**src/rtl/instruction_fetch_unit.sv**
```systemverilog
// Fetch stage: owns the PC, reads instruction memory combinationally, buffers {pc, instr} for decode.
// Redirects flush the buffer; misaligned or out-of-range PCs raise a sticky fault that halts fetch.
module instruction_fetch_unit #(
  parameter int                    ADDR_WIDTH     = 32,
  parameter int                    DATA_WIDTH     = 32,
  parameter logic [ADDR_WIDTH-1:0] RESET_PC       = '0,
  parameter int                    INSTR_MEM_SIZE = 4096,
  parameter int                    FIFO_DEPTH     = 2
) (
  input  logic                  clk,
  input  logic                  rst,
  output logic [ADDR_WIDTH-1:0] imem_addr,
  input  logic [DATA_WIDTH-1:0] imem_instr,
  input  logic                  redirect_valid,
  input  logic [ADDR_WIDTH-1:0] redirect_pc,
  output logic                  out_valid,
  input  logic                  out_ready,
  output logic [DATA_WIDTH-1:0] out_instr,
  output logic [ADDR_WIDTH-1:0] out_pc,
  output logic                  fetch_fault
);

  localparam int PW = $clog2(FIFO_DEPTH);
  localparam int CW = PW + 1;
  localparam logic [ADDR_WIDTH-1:0] LAST_PC = ADDR_WIDTH'(INSTR_MEM_SIZE - 4);
  localparam logic [CW-1:0]         DEPTH_C = CW'(FIFO_DEPTH);

  logic [ADDR_WIDTH-1:0] pc_q, pc_d;
  logic [CW-1:0]         count_q, count_d;
  logic [PW-1:0]         rd_ptr_q, rd_ptr_d;
  logic [PW-1:0]         wr_ptr_q, wr_ptr_d;
  logic                  fault_q, fault_d;

  logic [ADDR_WIDTH-1:0] pc_mem_q    [FIFO_DEPTH];
  logic [DATA_WIDTH-1:0] instr_mem_q [FIFO_DEPTH];

  logic pc_bad, redirect_bad, pop, push;

  // Any PC above LAST_PC also covers pc+4 wrapping past the top of the address space.
  assign pc_bad       = (pc_q[1:0] != 2'b00) | (pc_q > LAST_PC);
  assign redirect_bad = (redirect_pc[1:0] != 2'b00) | (redirect_pc > LAST_PC);

  assign pop  = out_valid & out_ready;
  assign push = ~fault_q & ~pc_bad & ~redirect_valid & ((count_q < DEPTH_C) | pop);

  always_comb begin
    pc_d     = pc_q;
    count_d  = count_q;
    rd_ptr_d = rd_ptr_q;
    wr_ptr_d = wr_ptr_q;
    fault_d  = fault_q;
    if (redirect_valid) begin
      pc_d     = redirect_pc;
      count_d  = '0;
      rd_ptr_d = '0;
      wr_ptr_d = '0;
      fault_d  = redirect_bad;
    end else begin
      if (pc_bad) fault_d = 1'b1;
      if (push) begin
        pc_d     = pc_q + ADDR_WIDTH'(4);
        wr_ptr_d = wr_ptr_q + 1'b1;
      end
      if (pop) rd_ptr_d = rd_ptr_q + 1'b1;
      if (push && !pop)      count_d = count_q + 1'b1;
      else if (pop && !push) count_d = count_q - 1'b1;
    end
  end

  always_ff @(posedge clk or posedge rst) begin
    if (rst) begin
      pc_q     <= RESET_PC;
      count_q  <= '0;
      rd_ptr_q <= '0;
      wr_ptr_q <= '0;
      fault_q  <= 1'b0;
    end else begin
      pc_q     <= pc_d;
      count_q  <= count_d;
      rd_ptr_q <= rd_ptr_d;
      wr_ptr_q <= wr_ptr_d;
      fault_q  <= fault_d;
    end
  end

  // Storage needs no reset: entries are only visible while count_q covers them.
  always_ff @(posedge clk) begin
    if (push) begin
      pc_mem_q[wr_ptr_q]    <= pc_q;
      instr_mem_q[wr_ptr_q] <= imem_instr;
    end
  end

  assign imem_addr   = pc_q;
  assign out_valid   = (count_q != '0);
  assign out_instr   = out_valid ? instr_mem_q[rd_ptr_q] : '0;
  assign out_pc      = out_valid ? pc_mem_q[rd_ptr_q] : '0;
  assign fetch_fault = fault_q;

endmodule
```
**config.mk**
```make
export PLATFORM = sky130hd
export DESIGN_NAME = instruction_fetch_unit
export DESIGN_NICKNAME = d
export VERILOG_FILES = /design/src/rtl/instruction_fetch_unit.sv
export SDC_FILE = /design/constraint.sdc
export NUM_CORES = 1
export LEC_CHECK = 0
export ABC_AREA = 1
export BUFFER_PORTS_ARGS = -buffer_cell sky130_fd_sc_hd__buf_4
export CORE_ASPECT_RATIO = 2
export CORE_MARGIN = 3
export CORE_UTILIZATION = 25
export DETAILED_ROUTE_END_ITERATION = 12
export PLACE_DENSITY_LB_ADDON = 0.05
export SLEW_MARGIN = 10
export SYNTH_ARGS = -nofsm -noshare
export SYNTH_HDL_FRONTEND = slang
export SYNTH_SLANG_ARGS = --single-unit
export TNS_END_PERCENT = 1
```
**constraint.sdc**
```tcl
create_clock -name clk -period 8.54 [get_ports clk]
set_clock_uncertainty 0.1 [all_clocks]
set_input_delay 0.854 -clock clk [delete_from_list [all_inputs] [get_ports clk]]
set_output_delay 0.854 -clock clk [all_outputs]
set_load 0.01 [all_outputs]
```
## Word level (Yosys, flattened, before mapping)

Memory sizes are Yosys's and may differ from the RTL's.
Cells that the tools add are included.

| cells by class | value |
|---|---|
| add/sub/neg operators | 5 |
| magnitude comparators | 3 |
| mux-type cells | 15 |
| bitwise operators | 10 |
| reduce and logical (&&, ||, !) cells | 11 |

Operator list:

| operator | number |
|---|---|
| two-way mux 32 bit | 4 |
| greater-than comparator 32 x 12 -> 1 bit, second input constant | 2 |
| adder 32 x 3 -> 32 bit, second input constant | 1 |
| nonzero test 2 bit | 6 |
| two-way mux 1 bit | 8 |
| two-way mux 2 bit | 3 |
| bitwise AND 1 bit | 4 |
| inverter 1 bit | 3 |
| OR 1 bit | 3 |
| nonzero test 3 bit | 1 |
| adder 1 bit, second input constant | 2 |
| adder 2 x 1 -> 2 bit, second input constant | 1 |
| logical AND 1 bit | 2 |
| zero test 1 bit | 2 |
| < comparator 2 bit, second input constant | 1 |
| subtractor 2 x 1 -> 2 bit, second input constant | 1 |

| word-level totals | value |
|---|---|
| flip-flop bits (word level) | 37 |
| bits in writable memories | 128 |
| bits of input ports | 68 |
| output and inout bits | 98 |
| logic and storage cells | 51 |
| memories kept | 2 |

Memories:

| name | words | width | read ports | clocked after memory_dff | wr ports | RTL line | source |
|---|---|---|---|---|---|---|---|
| instr_mem_q | 2 | 32 | 1 | 0 | 1 | 35 | `logic [DATA_WIDTH-1:0] instr_mem_q [FIFO_DEPTH];` |
| pc_mem_q | 2 | 32 | 1 | 0 | 1 | 34 | `logic [ADDR_WIDTH-1:0] pc_mem_q [FIFO_DEPTH];` |

## Longest topological paths before layout

Gate-level depths: netlist of the first run.

| depth | value |
|---|---|
| depth after elaboration | 11 |
| depth in mapped cells | 10 |
| mapped depth without buffers | 9 |

## Worst setup path after synthesis of the first run

Ideal clock, no wire load.

| timing | value |
|---|---|
| path kind | input to register |
| from | input port redirect_valid |
| to | memory instr_mem_q[1][0], enable pin |
| library setup time | 0.486 ns |
| data arrival time | 4.269 ns |
| required time | 7.954 ns |
| path slack | 3.685 ns |
| stages on the path | 7 |
| path buffers | 2 |
| cell sequence | buf_6 -> nor2_4 -> nand3_2 -> nor2_4 -> o211ai_4 -> buf_2 -> nor2_1 |

| between the ends | value |
|---|---|
| word-level cells in the longest chain between the ends | 5 |

RTL lines:

| item | RTL line | source |
|---|---|---|
| start, declared | 14 | `input logic redirect_valid,` |
| inverter 1 bit | 44 | `assign push = ~fault_q & ~pc_bad & ~redirect_valid & ((count_q < DEPTH_C) \| pop);` |
| bitwise AND 1 bit (2 in series) | 44 |  |
| two-way mux 1 bit | 88 | `if (push) begin` |
| two-way mux 1 bit (not written as such) | 90 | `instr_mem_q[wr_ptr_q] <= imem_instr;` |
| end, declared | 35 |  |

No other way between the ends.

## Final worst setup path of the first run

| timing | value |
|---|---|
| from | register count_q[1] |
| to | output port out_pc[30] |

| between the ends | value |
|---|---|
| word-level cells in the longest chain between the ends | 2 |

RTL lines:

| item | RTL line | source |
|---|---|---|
| start, declared | 29 | `logic [CW-1:0] count_q, count_d;` |
| start signal, assigned | 79 | `count_q <= count_d;` |
| nonzero test 2 bit | 95 | `assign out_valid = (count_q != '0);` |
| two-way mux 32 bit | 97 | `assign out_pc = out_valid ? pc_mem_q[rd_ptr_q] : '0;` |
| end, declared | 19 | `output logic [ADDR_WIDTH-1:0] out_pc,` |

No other way between the ends.

==> flow_metrics.tcl, run 1 <==
set metrics [dict create \
    clockBufferDepth 2 \
    tns_ns 0 \
    route.met2.wl_mm 11.0 \
    yosysSeqAreaShare_pct 71.3 \
    drv_slew 0 \
    max_freq_mhz 305 \
    rsz0062_at_grt "no" \
    p_leak_nw 3.54 \
    dr.pass1.iters 4 \
    fin_nets 803 \
    switching_power_w 0.000390 \
    layout-drive-gt1-share_pct 30.3 \
    h-tree-depth 4 \
    drtAntennaViolNets 0 \
    pre_cts_slack_ns 5.30 \
    worst_slack_ns 5.26 \
    critPathArrivalTime_ns 2.33 \
    syn-num-nets 643 \
    core-area_um2 26300 \
    yosysWarnings 0 \
    cts_root_buffer "clkbuf_16" \
    initial_core_util_pct 25.5 \
    max-cap-violations 0 \
    period_needed_ns 3.28 \
    tightest_slew_ns 0.952 \
    pwr-share-clk_pct 42.4 \
    ir_worst_vdd_mv 0.0916 \
    endpoint "out_pc[30]" \
    dp.final_hpwl_mm 13.3 \
    start_kind "register" \
    post_cts_resized 0 \
    fp.dieH_um 237 \
    synth_seq_cells 165 \
    avgSynthCellArea_um2 11.7 \
    cp_common_cell "buf_4" \
    r2r_slack_ns 5.89 \
    combPwrFrac_pct 5.7 \
    grt_max_degree 65 \
    num_vias 4768 \
    r2r-end "instr_mem_q[0][19]" \
    power_density_nw_per_um2 198 \
    synth_area_leaders "edfxtp_1, dfrtp_1, nand2_1" \
    ioPinCount 166 \
    worstSetupEndpointType "output port" \
    die_w_um 122 \
    finalSetupViolations 0 \
    syn_area_um2 6690 \
    critPathBufInv 4 \
    hold_buffers 0 \
    critical_path.top_delay_family "buffers and inverters" \
    critPathLaunch "count_q[1]" \
    fin_util_pct 33.6 \
    core.rowCount 84 \
    cp_slowest_stage_delay_ns 0.55 \
    gp_congestion 0.745 \
    hold_viol_final 0 \
    rr_worst_depth 8 \
    syn_inst 574 \
    track_usage_pct 14.1 \
    status "finished clean" \
    vias_per_cell 4.37 \
    critPathMaxFanout 50 \
    antenna_found_initial 0 \
    period_share_pct 38.5 \
    multi_input_area_um2 1730 \
    synthDistinctLibCells 26 \
    crit_path_cell_trace "inv_1 -> nand2_1 -> inv_2 -> buf_4 -> a21oi_1 -> buf_4" \
    min_path_type "register to register" \
    wl_met3_um 873 \
    nFillCells 2724 \
    path_clk_slew_ns 0.06 \
    seqCellArea_um2 4770 \
    cts_tree "built" \
    grt.overflow.total 0 \
    intPower_w 0.00136 \
    worstSetupPathType "register to output port" \
    first_iter_violations 257 \
    wl_mm 19.8 \
    slowest_stage "buf_4" \
    antennaDiodeCount 0 \
    cts_setup_buffers 0 \
    clkSinkCount 165 \
    yosysTopAreaCell "edfxtp_1" \
    worst-endpoint-required_ns 7.59 \
    cts_made_buffers 17 \
    io_buffer_count 165 \
    dieArea_um2 28900 \
    highest_layer "met4" \
    routedWlPerCell_um 18.1 \
    grt_pass1_vias 5056 \
    relSlewSlack_pct 36.5 \
    syn_to_final_growth_pct 32.1 \
    swShare_pct 22.3 \
    clk_latency_ns 0.43 \
    grt_pass1_wl_mm 30.3 \
    wl_met1_mm 7.56 \
    route.detailed.drc 0 \
    r2r_start "imem_addr[18]" \
    synth_top_area_share_pct 57.5 \
    p_seq_share_pct 51.9 \
    cp.depth 6 \
]
==> cell families (layout without fill, tap and decap cells) <==
family | count (synthesis) | in the layout | share of synthesized area [%]
xor gates and xnor gates | 7 | 7 | 0.917
AOI/OAI and AO/OA | 81 | 81 | 7.30
buffers and inverters | 43 | 216 | 2.94
DFF | 165 | 165 | 71.3
and+or+nand+nor | 277 | 277 | 17.3
adders and majority gates | 1 | 1 | 0.187
==> worst min path at each step <==
stage                        startpoint               to  slack (ns)  cells after the start
after detailed placement  imem_addr[20]  pc_mem_q[0][20]        0.43                      0
after global placement    imem_addr[20]  pc_mem_q[1][20]        0.42                      0
after floorplan              count_q[1]       count_q[1]        0.41                      2
after global routing      imem_addr[20]  pc_mem_q[1][20]        0.46                      0
after CTS                 imem_addr[20]  pc_mem_q[0][20]        0.44                      0
final                     imem_addr[27]  pc_mem_q[0][27]        0.43                      0
==> synth_stat cells, drive strengths merged <==
cell type,number
a21oi,67
buf,15
clkbuf,16
dfrtp,37
edfxtp,128
ha,1
inv,12
nand2,198
nand3,32
nand4,4
nor2,37
nor3,2
nor4,4
o211ai,9
o21ai,4
o21bai,1
xnor2,4
xor2,3
==> state kept, by name, indices dropped and copies added (netlist names) <==
name / count
fetch_fault: 1
count_q: 2
pc_mem_q: 64
imem_addr: 32
instr_mem_q: 64
wr_ptr_q: 1
rd_ptr_q: 1
==> cells in the final DEF (no fill, tap or decap), types with 2 or more instances in the layout <==
| master | netlist | layout |
|---|---|---|
| nand2_1 | 198 | 198 |
| buf_4 | 0 | 172 |
| edfxtp_1 | 128 | 128 |
| a21oi_1 | 66 | 66 |
| dfrtp_1 | 37 | 36 |
| nor2_1 | 34 | 33 |
| nand3_1 | 24 | 24 |
| clkbuf_16 | 0 | 17 |
| nand3_2 | 8 | 8 |
| o211ai_2 | 8 | 8 |
| inv_1 | 11 | 7 |
| clkinv_1 | 0 | 5 |
| clkinvlp_4 | 0 | 5 |
| nand4_1 | 4 | 4 |
| nor4_1 | 4 | 4 |
| o21ai_0 | 4 | 4 |
| xnor2_1 | 4 | 4 |
| inv_2 | 1 | 3 |
| nor2_4 | 2 | 3 |
| xor2_1 | 3 | 3 |
| clkinv_2 | 0 | 2 |
| nor3_1 | 2 | 2 |
| bufinv_16 | 0 | 2 |
| inv_6 | 0 | 2 |
==> worst reg2reg max path, stage by stage (launching register included) <==
cell and delay, ns:
dfrtp_1 0.44, nor2_1 0.13, nand3_1 0.12, nor2_2 0.27, o211ai_4 0.20, inv_1 0.14
nand2_1 0.09, clkinv_2 0.05, buf_4 0.70
==> power by group through the flow <==
stage	clock, W	sequential (W)	combinational [W]
final	0.000742	0.000909	0.000100
after floorplan	0	0.000923	0.0000330
after detailed placement	0	0.000927	0.000103
after global placement	0	0.000926	0.000103
after CTS	0.000769	0.000910	0.000104
after global routing	0.000798	0.000912	0.000112
==> through the flow <==
stage / hold slack (ns) / total power [W] / std cells / instance area (µm²)
finish: 0.433 / 0.00175 / 1091 / 8830
floorplan: 0.412 / 0.000956 / 574 / 6690
CTS: 0.442 / 0.00178 / 1091 / 8830
detailed placement: 0.427 / 0.00103 / 1059 / 8270
global placement: 0.423 / 0.00103 / 1059 / 8270
global route: 0.458 / 0.00182 / 1091 / 8830
==> final cells by class <==
class,instances,area share (%)
flip-flops and latches,165,54.0
inverters,12,0.524
well taps,344,4.87
clock inverters,14,1.53
clock buffers,18,4.86
repair buffers,172,14.6
multi-input cells,366,19.6
==> layer usage <==
metal | global-route usage [%] | vias to the layer above
met5 | 0 | -
met4 | 4.05 | 0
met3 | 3.69 | 18
met2 | 26.1 | 134
met1 | 15.6 | 2323
li1 | - | 2293
Note: power is estimated with default switching activity, not from simulation.
==> inputs of run 2 (changes only) <==
--- a/config.mk
+++ b/config.mk
@@ -5,7 +5,7 @@
 export SDC_FILE = /design/constraint.sdc
 export NUM_CORES = 1
 export LEC_CHECK = 0
-export ABC_AREA = 1
+export ABC_AREA = 0
 export BUFFER_PORTS_ARGS = -buffer_cell sky130_fd_sc_hd__buf_4
 export CORE_ASPECT_RATIO = 2
 export CORE_MARGIN = 3
==> constraint.sdc (replaced) <==
create_clock -name clk -period 3 [get_ports clk]
set_clock_uncertainty 0.1 [all_clocks]
set_input_delay 0.3 -clock clk [delete_from_list [all_inputs] [get_ports clk]]
set_output_delay 0.3 -clock clk [all_outputs]
set_load 0.01 [all_outputs]
==> run 2 against run 1 <==
- flip-flop and latch count did not move
- setup slack got worse by 4.9 ns
- cell count fell by 6.4%
- largest cell class unchanged
- global-route usage fell by 0.60 points
- total power rose to 2.8 times the previous value
- sequential power rose to 2.9 times the previous value
- synthesized cell count fell by 20%
- synthesized area rose by 0.62%
- worst hold slack got worse by 0.41 ns
- die area rose by 0.60%
- sequential share of layout area fell by 3.0 points
==> flow_metrics.tcl, run 2 <==
set metrics [dict create \
    rr_worst_depth 6 \
    cts_root_buffer "clkbuf_16" \
    yosysTopAreaCell "edfxtp_1" \
    synth_top_area_share_pct 57.1 \
    dr.pass1.iters 4 \
    grt_pass1_wl_mm 28.9 \
    die_w_um 122 \
    worstSetupEndpointType "register" \
    cp_common_cell "buf_4" \
    path_clk_slew_ns 0.06 \
    h-tree-depth 4 \
    hold_buffers 35 \
    hold_slack_ns 0.0238 \
    gp_congestion 0.751 \
    status "finished clean" \
    routedWlPerCell_um 18.9 \
    grt_max_degree 66 \
    start_kind "register" \
    antennaDiodeCount 0 \
    synth_edf_count 128 \
    intPower_w 0.00394 \
    p_total_w 0.00498 \
    cts_tree "built" \
    period_share_pct 87.3 \
    drv_slew 0 \
    yosysWarnings 0 \
    min_path_type "primary input to register" \
    dp.final_hpwl_mm 13.8 \
    hold_path_depth 2 \
    crit_path_cell_trace "nor4_1 -> buf_4 -> and4_1 -> nand2_1 -> nor2_4 -> buf_4" \
    cts_made_buffers 17 \
    critPathMaxFanout 23 \
    mostFrequentLayoutCell "buf_4" \
    antenna_found_initial 0 \
    ioPinCount 166 \
    tns_ns 0 \
    syn_to_final_growth_pct 39.0 \
    relSlewSlack_pct 58.9 \
    yosysSeqAreaShare_pct 70.9 \
    period_needed_ns 2.62 \
    synth_area_leaders "edfxtp_1, dfrtp_1, mux2i_1" \
    cts_setup_buffers 0 \
    tightest_slew_ns 0.615 \
    pwr-share-clk_pct 41.1 \
    worstSetupPathType "register to register" \
    synth_seq_cells 165 \
    clockBufferDepth 2 \
    max-cap-violations 0 \
    clkSinkCount 165 \
    syn_area_um2 6730 \
    async_flop_share_pct 22.4 \
    hold_viol_final 0 \
    core.rowCount 84 \
    first_iter_violations 147 \
    combPwrFrac_pct 6.7 \
    switching_power_w 0.00104 \
    drtAntennaViolNets 0 \
    swShare_pct 21.0 \
    power_density_nw_per_um2 533 \
    clk_latency_ns 0.42 \
    p_leak_nw 3.40 \
    core-area_um2 26400 \
    p_seq_share_pct 52.2 \
    slowest_stage "dfrtp_1" \
    ys_top_cells_by_count "edfxtp_1, nor2_1, mux2i_1, dfrtp_1, mux2_2" \
    final_cell_mix "buf_4, edfxtp_1, nor2_1" \
    wl_mm 19.3 \
    finalSetupViolations 0 \
    max_freq_mhz 382 \
    ir_worst_vdd_mv 0.293 \
    critPathArrivalTime_ns 2.60 \
    dieArea_um2 29000 \
    rsz0062_at_grt "no" \
    avgSynthCellArea_um2 14.7 \
    ys.flop_type "edfxtp_1" \
    fp.dieH_um 238 \
    grt_pass1_vias 4750 \
    vias_per_cell 4.34 \
    grt.overflow.total 0 \
    synthDistinctLibCells 46 \
    syn_inst 457 \
    layout-drive-gt1-share_pct 34.9 \
    post_cts_resized 0 \
    track_usage_pct 13.5 \
    route.detailed.drc 0 \
    cp_slowest_stage_delay_ns 0.41 \
    synth.most_common_cell "edfxtp_1" \
    fin_nets 733 \
    io_buffer_count 165 \
    worst-endpoint-required_ns 2.98 \
    initial_core_util_pct 25.5 \
    num_vias 4432 \
    syn-num-nets 526 \
]
run 2: cell families (layout without fill, tap and decap cells):
logic type,Yosys count,count (layout),synth area share [%]
compound gates,36,36,3.87
xor+xnor,1,1,0.130
fa+ha+maj,1,1,0.186
buf+inv,35,255,2.21
flops,165,165,70.9
mux,85,85,13.0
simple gates,134,134,9.69
run 2: cell type report:
class / count / area, µm²
Tap cell: 344 / 430
Fill cell: 2631 / 17000
Inverter: 11 / 42.5
Clock inverter: 5 / 50.0
Clock buffer: 27 / 503
Sequential cell: 165 / 4770
Multi-Input combinational cell: 257 / 1830
Timing Repair Buffer: 212 / 1730
run 2: power groups by stage:
| stage | clock network (W) | logic (W) | registers [W] |
|---|---|---|---|
| finish | 0.00205 | 0.000336 | 0.00260 |
| global route | 0.00219 | 0.000368 | 0.00261 |
| CTS | 0.00211 | 0.000348 | 0.00260 |
| detailed placement | 0 | 0.000309 | 0.00265 |
| global placement | 0 | 0.000309 | 0.00264 |
| floorplan | 0 | 0.0000916 | 0.00264 |
run 2: worst max-delay path, delay by kind of cell (launching register included):
kind / cells / cell delay (ns)
simple gates: 4 / 1.22
buf+inv: 2 / 0.52
flops: 1 / 0.41
run 2: metrics by stage:
stage	cell area [µm²]	utilization (%)	setup WS (ns)	std cells
after detailed placement	8450	32.0	0.281	954
after floorplan	6740	-	-0.0594	457
after CTS	9350	35.5	0.264	1021
final	9350	35.5	0.382	1021
after global placement	8450	32.0	0.335	954
after global routing	9350	35.5	0.198	1021
run 2: metal layers:
| layer | wire, µm | vias up | GRT usage, % |
|---|---|---|---|
| met5 | 0 | - | 0 |
| met4 | 243 | 0 | 4.25 |
| met3 | 921 | 17 | 3.15 |
| met2 | 10900 | 120 | 25.2 |
| met1 | 7210 | 2168 | 14.8 |
| li1 | - | 2127 | - |
run 2: worst paths after layout:
kind                                      start                 end  slack (ns)
worst min-delay path            redirect_pc[14]       imem_addr[14]        0.02
worst min register to register    imem_addr[15]     pc_mem_q[0][15]        0.42
min in group asynchronous                   rst        imem_addr[9]        0.41
max in group asynchronous                   rst       imem_addr[15]        1.74
worst max register to register    imem_addr[16]  instr_mem_q[1][29]        0.38
worst max-delay path              imem_addr[16]  instr_mem_q[1][29]        0.38
==> inputs of run 3 (changes only) <==
--- a/config.mk
+++ b/config.mk
@@ -11,7 +11,7 @@
 export CORE_MARGIN = 3
 export CORE_UTILIZATION = 25
 export DETAILED_ROUTE_END_ITERATION = 12
-export PLACE_DENSITY_LB_ADDON = 0.05
+export PLACE_DENSITY = 0.46
 export SLEW_MARGIN = 10
 export SYNTH_ARGS = -nofsm -noshare
 export SYNTH_HDL_FRONTEND = slang
==> run 3 against run 2 <==
- sequential power hardly changed
- cell count up 0.20%
- non-clock buffer count rose by 2
- fmax grew 4.0%
- wire length is 0.95% lower
- total power increased by 2.4%
- via count is 2.1% higher
- flip-flop and latch count unchanged
- critical endpoint is now out_instr[5]
- largest power group unchanged
- highest routed layer unchanged
==> flow_metrics.tcl, run 3 (synthesis results as in run 2) <==
set metrics [dict create \
    pwr-share-clk_pct 42.3 \
    period_share_pct 83.9 \
    min_path_type "primary input to register" \
    final_cell_mix "buf_4, edfxtp_1, nor2_1" \
    io_buffer_count 165 \
    fp.dieH_um 238 \
    period_needed_ns 2.52 \
    hold_buffers 38 \
    ir_worst_vdd_mv 0.340 \
    rr_worst_depth 6 \
    wl_mm 19.1 \
    clk_latency_ns 0.42 \
    fin_nets 735 \
    path_clk_slew_ns 0.07 \
    cp_common_cell "buf_4" \
    initial_core_util_pct 25.5 \
    hold_viol_final 0 \
    grt_max_degree 47 \
    max_freq_mhz 397 \
    drv_slew 0 \
    p_seq_share_pct 50.9 \
    cp_slowest_stage_delay_ns 0.77 \
    p_leak_nw 3.41 \
    nFillCells 2598 \
    r2r_start "imem_addr[16]" \
    grt.overflow.total 0 \
    status "finished clean" \
    start_kind "register" \
    r2r_slack_ns 0.55 \
    r2r-end "instr_mem_q[1][11]" \
    routedWlPerCell_um 18.7 \
    grt_pass1_wl_mm 29.0 \
    endpoint "out_instr[5]" \
    critPathMaxFanout 27 \
    power_density_nw_per_um2 541 \
    p_total_w 0.00510 \
    core-area_um2 26400 \
    critPathLaunch "rd_ptr_q" \
    clkSinkCount 165 \
    cts_tree "built" \
    cts_root_buffer "clkbuf_16" \
    crit_path_cell_trace "buf_4 -> mux2i_1 -> nor2_1 -> buf_4" \
    core.rowCount 84 \
    slowest_stage "dfrtp_4" \
    layout-drive-gt1-share_pct 35.2 \
    route.detailed.drc 0 \
    h-tree-depth 4 \
    ioPinCount 166 \
    dieArea_um2 29000 \
    dr.pass1.iters 5 \
    num_vias 4525 \
    critPathArrivalTime_ns 2.12 \
    worstSetupPathType "register to output port" \
    max-cap-violations 0 \
    antenna_found_initial 0 \
    gp_congestion 0.722 \
    switching_power_w 0.00110 \
    antennaDiodeCount 0 \
    clockBufferDepth 2 \
    post_cts_resized 0 \
    worst-endpoint-required_ns 2.60 \
    rsz0062_at_grt "no" \
    cts_made_buffers 17 \
    worstSetupEndpointType "output port" \
    finalSetupViolations 0 \
    combPwrFrac_pct 6.7 \
    cts_setup_buffers 0 \
    tns_ns 0 \
    tightest_slew_ns 0.581 \
    mostFrequentLayoutCell "buf_4" \
    vias_per_cell 4.42 \
    track_usage_pct 13.5 \
    intPower_w 0.00400 \
    die_w_um 122 \
    grt_pass1_vias 4881 \
    relSlewSlack_pct 61.3 \
    syn_to_final_growth_pct 40.1 \
    first_iter_violations 172 \
    drtAntennaViolNets 0 \
    swShare_pct 21.5 \
    dp.final_hpwl_mm 13.9 \
]
-- run 3: changes by cell type in the layout (fill, tap and decap cells not counted), sizes merged --
| cell | before | now |
|---|---|---|
| clkbuf | 27 | 23 |
| buf | 177 | 176 |
| inv | 10 | 12 |
| clkinv | 5 | 3 |
| dlygate4sd3 | 35 | 38 |
| clkinvlp | 0 | 4 |
-- run 3: critical path: cells and delay by family, from the launching register on --
| kind | cells | cell delay (ns) |
|---|---|---|
| muxes | 1 | 0.30 |
| and+or+nand+nor | 1 | 0.07 |
| DFF | 1 | 0.77 |
| buffers and inverters | 2 | 0.53 |
-- run 3: cell type report --
class,instances,area (µm²),area share (%)
multi-input cells,257,1830,19.4
flip-flops and latches,165,4770,50.7
well taps,344,430,4.57
repair buffers,214,1750,18.6
clock inverters,9,91.3,0.969
clock buffers,23,510,5.42
inverters,11,41.3,0.438
-- run 3: power by group through the flow --
stage                     clock network [W]   logic, W  registers [W]
after global placement                    0   0.000312        0.00264
after CTS                           0.00223   0.000355        0.00260
after global routing                0.00231   0.000376        0.00261
final                               0.00216   0.000344        0.00260
after detailed placement                  0   0.000314        0.00265
after floorplan                           0  0.0000916        0.00264
-- run 3: routing by layer --
layer,global-route usage (%),part of all wire (%),wire [µm]
met1,13.6,34,6580
met2,25.8,58,11100
met3,3.39,4.4,836
met4,5.85,3.0,578
met5,0,0,0
-- run 3: through the flow --
stage / setup WS (ns) / std cells / instance area, µm² / utilization (%) / hold WS, ns
2_1_floorplan: -0.0594 / 457 / 6740 / - / 0.299
3_3_place_gp: 0.484 / 953 / 8440 / 32.0 / 0.363
3_5_place_dp: 0.432 / 953 / 8440 / 32.0 / 0.378
4_1_cts: 0.384 / 1023 / 9420 / 35.7 / 0.00226
5_1_grt: 0.325 / 1023 / 9420 / 35.7 / 0.0131
6_report: 0.482 / 1023 / 9420 / 35.7 / 0.0348
-- run 3: worst min path at each step --
stage,startpoint,endpoint,slack [ns],cells past startpoint
final,redirect_pc[25],imem_addr[25],0.03,2
after global routing,redirect_pc[21],imem_addr[21],0.01,2
after CTS,redirect_pc[23],imem_addr[23],0.002,2
after detailed placement,rst,imem_addr[20],0.38,3
after global placement,rst,imem_addr[12],0.36,3
after floorplan,imem_instr[0],instr_mem_q[0][0],0.30,0
